===== src/rtl/program_loader_pkg.sv =====
// rtl/program_loader_pkg.sv - shared state encodings and field widths for the program loader
package program_loader_pkg;

  localparam int WORD_BYTES = 4;
  localparam int HDR_W      = 32;
  localparam int COUNT_W    = 16;

  typedef enum logic [2:0] {
    ST_IDLE   = 3'd0,
    ST_HEADER = 3'd1,
    ST_DATA   = 3'd2,
    ST_WRITE  = 3'd3,
    ST_DONE   = 3'd4,
    ST_ERROR  = 3'd5
  } loadState_t;

  // Any nonzero upper half already makes the 32-bit header exceed the depth.
  function automatic logic hdrOverDepth(input logic [HDR_W-1:0] hdr, input int depth);
    return hdr > HDR_W'($unsigned(depth));
  endfunction

endpackage


===== src/rtl/byte_assembler.sv =====
// rtl/byte_assembler.sv - packs little-endian bytes into 32-bit words with a wordDone strobe
module byte_assembler
  import program_loader_pkg::*;
(
  input  logic        clk,
  input  logic        rst_n,
  input  logic        clear,
  input  logic [7:0]  byteIn,
  input  logic        byteValid,
  output logic [31:0] word,
  output logic        wordDone
);

  logic [1:0]  byteCnt;
  logic [23:0] shiftReg;

  // The 4th byte completes the word combinationally so the FSM can act on the same edge.
  assign wordDone = byteValid && (byteCnt == 2'(WORD_BYTES - 1));
  assign word     = {byteIn, shiftReg};

  always_ff @(posedge clk or negedge rst_n) begin
    if (!rst_n) begin
      byteCnt  <= '0;
      shiftReg <= '0;
    end else if (clear) begin
      byteCnt  <= '0;
      shiftReg <= '0;
    end else if (byteValid) begin
      byteCnt  <= byteCnt + 2'd1;
      shiftReg <= {byteIn, shiftReg[23:8]};
    end
  end

endmodule


===== src/rtl/program_loader.sv =====
// rtl/program_loader.sv - loads a counted word image from a byte stream into instruction memory
module program_loader
  import program_loader_pkg::*;
#(
  parameter int          IMEM_DEPTH = 256,
  parameter logic [31:0] BASE_ADDR  = 32'h0000_0000
) (
  input  logic                clk,
  input  logic                rst_n,
  input  logic                loadReq,
  input  logic [7:0]          rxData,
  input  logic                rxValid,
  output logic                rxReady,
  output logic                imemWrEn,
  output logic [31:0]         imemWrAddr,
  output logic [31:0]         imemWrData,
  output logic                programLoaded,
  output logic                programStart,
  output logic                loadError,
  output logic [COUNT_W-1:0]  wordsLoaded
);

  loadState_t         state;
  logic [COUNT_W-1:0] wordCount;
  logic [HDR_W-1:0]   asmWord;
  logic               asmDone;
  logic               accept;

  // loadReq wins over a byte handshaked in the same cycle.
  assign accept = rxValid && rxReady && !loadReq;

  byte_assembler u_assembler (
    .clk       (clk),
    .rst_n     (rst_n),
    .clear     (loadReq),
    .byteIn    (rxData),
    .byteValid (accept),
    .word      (asmWord),
    .wordDone  (asmDone)
  );

  always_ff @(posedge clk or negedge rst_n) begin
    if (!rst_n) begin
      state         <= ST_IDLE;
      wordCount     <= '0;
      rxReady       <= 1'b0;
      imemWrEn      <= 1'b0;
      imemWrAddr    <= '0;
      imemWrData    <= '0;
      programLoaded <= 1'b0;
      programStart  <= 1'b0;
      loadError     <= 1'b0;
      wordsLoaded   <= '0;
    end else begin
      imemWrEn     <= 1'b0;
      programStart <= 1'b0;
      if (loadReq) begin
        state         <= ST_HEADER;
        rxReady       <= 1'b1;
        wordCount     <= '0;
        wordsLoaded   <= '0;
        programLoaded <= 1'b0;
        loadError     <= 1'b0;
      end else begin
        case (state)
          ST_HEADER: begin
            if (asmDone) begin
              if (asmWord == '0) begin
                state         <= ST_DONE;
                rxReady       <= 1'b0;
                programLoaded <= 1'b1;
                programStart  <= 1'b1;
              end else if (hdrOverDepth(asmWord, IMEM_DEPTH)) begin
                state     <= ST_ERROR;
                rxReady   <= 1'b0;
                loadError <= 1'b1;
              end else begin
                state     <= ST_DATA;
                wordCount <= asmWord[COUNT_W-1:0];
              end
            end
          end
          ST_DATA: begin
            if (asmDone) begin
              state      <= ST_WRITE;
              rxReady    <= 1'b0;
              imemWrEn   <= 1'b1;
              imemWrData <= asmWord;
              imemWrAddr <= BASE_ADDR + {14'd0, wordsLoaded, 2'b00};
            end
          end
          ST_WRITE: begin
            wordsLoaded <= wordsLoaded + 16'd1;
            if (wordsLoaded + 16'd1 == wordCount) begin
              state         <= ST_DONE;
              programLoaded <= 1'b1;
              programStart  <= 1'b1;
            end else begin
              state   <= ST_DATA;
              rxReady <= 1'b1;
            end
          end
          default: ;
        endcase
      end
    end
  end

endmodule


===== config.mk =====
export PLATFORM = sky130hd
export DESIGN_NAME = program_loader
export DESIGN_NICKNAME = d
export VERILOG_FILES = /design/src/rtl/program_loader_pkg.sv /design/src/rtl/byte_assembler.sv /design/src/rtl/program_loader.sv
export SDC_FILE = /design/constraint.sdc
export NUM_CORES = 1
export LEC_CHECK = 0
export CORE_UTILIZATION = 55
export CTS_CLUSTER_DIAMETER = 50
export DETAILED_ROUTE_END_ITERATION = 8
export GPL_TIMING_DRIVEN = 0
export PLACE_DENSITY = 0.84
export SLEW_MARGIN = 20
export SYNTH_ARGS = -nofsm -noshare
export SYNTH_HDL_FRONTEND = slang
export SYNTH_SLANG_ARGS = --single-unit

===== constraint.sdc =====
create_clock -name clk -period 8.04 [get_ports clk]
set_clock_uncertainty 0.2 [all_clocks]
set_input_delay 1.608 -clock clk [delete_from_list [all_inputs] [get_ports clk]]
set_output_delay 1.608 -clock clk [all_outputs]
set_load 0.05 [all_outputs]

==> impl_metrics.tcl, run 1 <==
set metrics [dict create \
    status "complete, no violations" \
    rows 35 \
    syn_area_per_cell_um2 10.4 \
    final_cell_mix "114 x dfrtp_1, 79 x nand2_1, 79 x clkdlybuf4s50_1" \
    nets 646 \
    setup.worst_path.start_class "input port" \
    wire_per_inst_um 15.4 \
    antenna_found_initial 0 \
    clk_pin_slew_ns 0.06 \
    slew_headroom_pct 50.6 \
    grt_max_degree 81 \
    netlist_area_um2 5370 \
    synth_flop_cell "dfrtp_1" \
    start_util_pct 57.3 \
    rrSetupSlack_ns 4.47 \
    worst_slew_pin_slew_ns 0.734 \
    numCtsBuffers 17 \
    ys_seq_elements 114 \
    synth_largest_area_cell "dfrtp_1" \
    cts_resized 0 \
    layout_commonest_cell "dfrtp_1" \
    maxSlewViolCount 0 \
    design.core.area_um2 9370 \
    syn_inst 517 \
    post_cts.repair.setup_buffers 0 \
    final_util_pct 74.5 \
    synthDistinctLibCells 46 \
    yosysWarnings 0 \
    antenna_left 0 \
    synth_fa_ha_area_share_pct 0.466 \
    yosys.area_share.simple_pct 16.8 \
    cp-end-kind "flip-flop" \
    cts_root_buffer "clkbuf_8" \
    synth_top_area_share_pct 53.1 \
    maxCapViolCount 0 \
    vias 4210 \
    drive_gt1_share_pct 17.1 \
    required_ns 8.25 \
    synth_edf_count 0 \
    min_path_type "reg2reg" \
    fin_crit_ns 4.65 \
    grt_pass1_vias 4197 \
    grt_pass1_wl_um 19900 \
    cts_htree_levels 4 \
    grt_remaining_overflow 0 \
    die-width_um 101 \
    antenna_cells 0 \
    ctsHoldBuffers 0 \
    rsz0062_at_grt "no" \
    drc 0 \
    routed_wl_um 11900 \
    synth-compound-area-share_pct 7.99 \
    io_pins 97 \
    synth_top_family_by_area "simple AND/OR/NAND/NOR gates" \
    p_per_area_nw_per_um2 194 \
    clk_path_buf_depth 2 \
    drt_first_pass_iters 7 \
    muxShareOfSynthArea_pct 10.4 \
    portBuffers 80 \
    synth_seq_area_share_pct 53.1 \
    setup_viol 0 \
    peakVddDrop_uv 118 \
    dp_cells 742 \
    insertion_delay_ns 0.53 \
    via_per_inst 5.44 \
    areaGrowthSynthToFinish_pct 30.0 \
    dp_hpwl_um 8210 \
    layout.cells.non_filler 774 \
    synthArstFlopShare_pct 100 \
    cellLeakagePower_uw 0.00307 \
    crit_arrival_ns 4.86 \
    drt_iter0_drc 291 \
    synth-xor-area-share_pct 5.54 \
    synth_area_leaders "dfrtp_1 53%, mux2_2 10%, nand2_1 5.5%" \
    fin_crit_sh_pct 57.8 \
    finalSetupTns_ns 0 \
    fill_cells 638 \
    dieArea_um2 10200 \
    cp_max_fo 10 \
    grt_usage_pct 25.9 \
    die_h_um 101 \
    fmax_mhz 215 \
    critPathKind "in2reg" \
    cts_tree "yes" \
    cts_sinks 114 \
    hold_viol_final 0 \
    routabilityCongestion 0.898 \
]
[report_power, final]
| part | internal [uW] | total (uW) | switching (uW) |
|---|---|---|---|
| clock | 433 | 699 | 267 |
| sequential | 580 | 586 | 6.57 |
| combinational | 21.0 | 71.3 | 50.4 |
[routing by layer]
metal	global-route usage (%)	part of all wire, %
met5	0	0
met4	12.0	2.5
met3	7.14	5.6
met2	43.6	50
met1	31.0	42
[synth_stat cells, drive strengths merged (4+ instances only)]
cell type  count
nor3          11
o21ai         18
mux2          48
or3            4
and2           9
inv            7
nor4          12
nand2         79
buf           27
a31oi          4
nor2          34
nand2b        13
xor2          14
a211oi         4
nand3          8
dfrtp        114
clkbuf        19
a21oi         35
nand4          7
xnor2         20
[kinds of logic after synthesis]
family / Yosys count
DFF: 114
other: 1
and+or+nand+nor: 189
AOI/OAI and AO/OA: 74
xor gates and xnor gates: 34
buffers and inverters: 53
adders and majority gates: 2
muxes: 50
[final timing paths]
kind                           startpoint              to  cells after the start
hold / removal               wordCount[2]    wordCount[2]                      2
hold reg to reg              wordCount[2]    wordCount[2]                      2
min in group asynchronous           rst_n   imemWrAddr[8]                      1
setup reg to reg           wordsLoaded[0]        state[2]                     11
setup / recovery                  rxValid  imemWrData[20]                      8
max in group asynchronous           rst_n    wordCount[0]                      2
[metrics by stage]
stage / total power, uW / hold WS, ns / setup WS (ns) / instance area (um^2)
6_report: 1360 / 0.303 / 3.39 / 6980
5_1_grt: 1400 / 0.311 / 3.12 / 6980
4_1_cts: 1370 / 0.307 / 3.39 / 6980
3_5_place_dp: 667 / 0.291 / 2.85 / 6420
3_3_place_gp: 664 / 0.285 / 1.04 / 6390
2_1_floorplan: 638 / 0.264 / 4.07 / 5430
[state kept, by name, summed over array words and instances (netlist names)]
| register | cells |
|---|---|
| imemWrData | 32 |
| u_assembler.byteCnt | 2 |
| wordsLoaded | 16 |
| rxReady | 1 |
| imemWrEn | 1 |
| programLoaded | 1 |
| loadError | 1 |
| imemWrAddr | 16 |
| state | 3 |
| u_assembler.shiftReg | 24 |
| wordCount | 16 |
| programStart | 1 |
[layout make-up]
type	instances	area [um^2]	area share [%]
Buffer	46	274	3.92
Clock buffer	20	455	6.52
Timing Repair Buffer	81	830	11.9
Multi-Input combinational cell	365	2270	32.6
Clock inverter	12	108	1.54
Tap cell	129	161	2.31
Sequential cell	114	2850	40.9
Inverter	7	26.3	0.376
[critical path, cell delays in order]
cell             delay [ns]
clkdlybuf4s50_1        0.47
and2_1                 0.12
clkbuf_1               0.36
nand2_1                0.21
nor4_1                 0.65
clkbuf_1               0.52
buf_1                  0.51
mux2_2                 0.40
No activity file was read; power rests on OpenSTA's default activity.
==> run 2, diff against run 1 <==
CORE_UTILIZATION = 53   (was 55)
PLACE_DENSITY = 0.81   (was 0.84)
clock period = 4.3 ns   (was 8.04 ns; I/O delays follow)
==> run 2 against run 1 <==
Compared with the run above: clock-buffer cell count is 3 higher; critical endpoint is now imemWrData[18]; combinational power is 89% higher; clock power is 95% higher; critical path depth stayed put; via count is 1.6% higher; register-to-register slack worse by 3.7 ns; hold slack worse by 0.26 ns; highest routed layer unchanged; core utilization is 3.2 points lower; non-clock buffer count stayed put; flip-flop and latch count stayed put.
==> impl_metrics.tcl, run 2 (synthesis gave the netlist of run 1 again) <==
set metrics [dict create \
    status "complete, no violations" \
    layout_commonest_cell "dfrtp_1" \
    drive_gt1_share_pct 16.7 \
    cpMostUsedCell "clkbuf_1" \
    vias 4277 \
    rsz0062_at_grt "no" \
    fin_crit_sh_pct 91.9 \
    grt_pass1_wl_um 20500 \
    fmax_mhz 253 \
    cp.depth 8 \
    top_register "imemWrData" \
    cts_sinks 114 \
    nets 646 \
    final_util_pct 71.3 \
    clk_pin_slew_ns 0.05 \
    path_cells "clkdlybuf4s50_1 > and2_1 > clkbuf_1 > nand2_1 > nor4_1 > clkbuf_1 > buf_1 > mux2_2" \
    post_dp_cell_area_um2 6420 \
    io_pins 97 \
    setup_viol 0 \
    dp_hpwl_um 8600 \
    worstReg2RegEnd "imemWrData[18]" \
    drc 0 \
    cts_root_buffer "clkbuf_8" \
    cts_htree_levels 4 \
    r2r-start "rxReady" \
    grt_usage_pct 25.6 \
    ctsHoldBuffers 0 \
    largestRegisters "imemWrData (32), u_assembler.shiftReg (24)" \
    peakVddDrop_uv 255 \
    cts_resized 0 \
    routabilityCongestion 0.885 \
    grt_pass1_vias 4291 \
    antenna_left 0 \
    areaGrowthSynthToFinish_pct 30.4 \
    routed_wl_um 12400 \
    insertion_delay_ns 0.51 \
    cp_max_fo 10 \
    fin_crit_ns 3.95 \
    numCtsBuffers 17 \
    maxCapViolCount 0 \
    setup.worst_path.start_class "input port" \
    maxSlewViolCount 0 \
    cts_tree "yes" \
    die_h_um 103 \
    p_per_area_nw_per_um2 369 \
    slew_headroom_pct 50.4 \
    largest_register_ffs 32 \
    worst_slew_pin_slew_ns 0.737 \
    start_util_pct 54.7 \
    fill_cells 723 \
    drt_first_pass_iters 5 \
    crit_buf_inv 4 \
    final_area_um2 7000 \
    cellLeakagePower_uw 0.00309 \
    critical_path.slowest_cell "nor4_1" \
    rows 36 \
    portBuffers 80 \
    dieArea_um2 10500 \
    antenna_cells 0 \
    min_path_type "in2async" \
    via_per_inst 5.50 \
    critPathKind "in2reg" \
    grt_max_degree 76 \
    post_cts.repair.setup_buffers 0 \
    die-width_um 103 \
    rrSetupSlack_ns 0.73 \
    hold_viol_final 0 \
    antenna_found_initial 0 \
    grt_remaining_overflow 0 \
    final_cell_mix "114 x dfrtp_1, 79 x nand2_1, 79 x clkdlybuf4s50_1" \
    clk_path_buf_depth 2 \
    cp-end-kind "flip-flop" \
    reg2reg_depth 7 \
    wire_per_inst_um 15.9 \
    crit_arrival_ns 4.14 \
    design.core.area_um2 9820 \
    max_stage_delay_ns 0.66 \
    drt_iter0_drc 309 \
    crit_family "buffers and inverters" \
    required_ns 4.49 \
]
run 2: metrics by stage:
stage               worst slack, ns  setup TNS, ns  hold slack (ns)  total power [uW]  instances
finish                        0.350              0           0.0409              2590        778
global route                 0.0454              0           0.0658              2670        778
CTS                           0.359              0           0.0494              2610        778
detailed placement           -0.163          -1.44            0.291              1250        746
global placement              -1.96        -223.25            0.288              1240        745
floorplan                     0.903              0            0.264              1190        532
run 2: cell type report:
| cell class | count | area [um^2] | share of cell area, % |
|---|---|---|---|
| sequential | 114 | 2850 | 40.7 |
| multi-input combinational | 365 | 2270 | 32.5 |
| timing repair buffer | 81 | 830 | 11.8 |
| clock buffer | 23 | 477 | 6.81 |
| buffer | 46 | 274 | 3.91 |
| tap | 133 | 166 | 2.38 |
| clock inverter | 9 | 104 | 1.48 |
| inverter | 7 | 26.3 | 0.375 |
run 2: worst max path at each step:
stage,start,to,slack [ns]
finish,rxValid,imemWrData[18],0.35
global route,rxValid,imemWrData[19],0.05
CTS,rxValid,imemWrData[18],0.36
detailed placement,rxValid,imemWrData[21],-0.16
global placement,rst_n,imemWrData[9],-1.96
floorplan,wordsLoaded[0],programLoaded,0.90
run 2: per-layer routing:
metal / wire [um] / track usage, %
met1: 5060 / 30.6
met2: 6530 / 44.7
met3: 609 / 5.76
met4: 197 / 10.5
met5: 0 / 0
run 2: where the power goes:
group	internal [uW]	total (uW)	switching (uW)
Combinational	39.3	135	95.3
Sequential	1080	1100	12.8
Clock	881	1360	475
Total	2010	2590	583
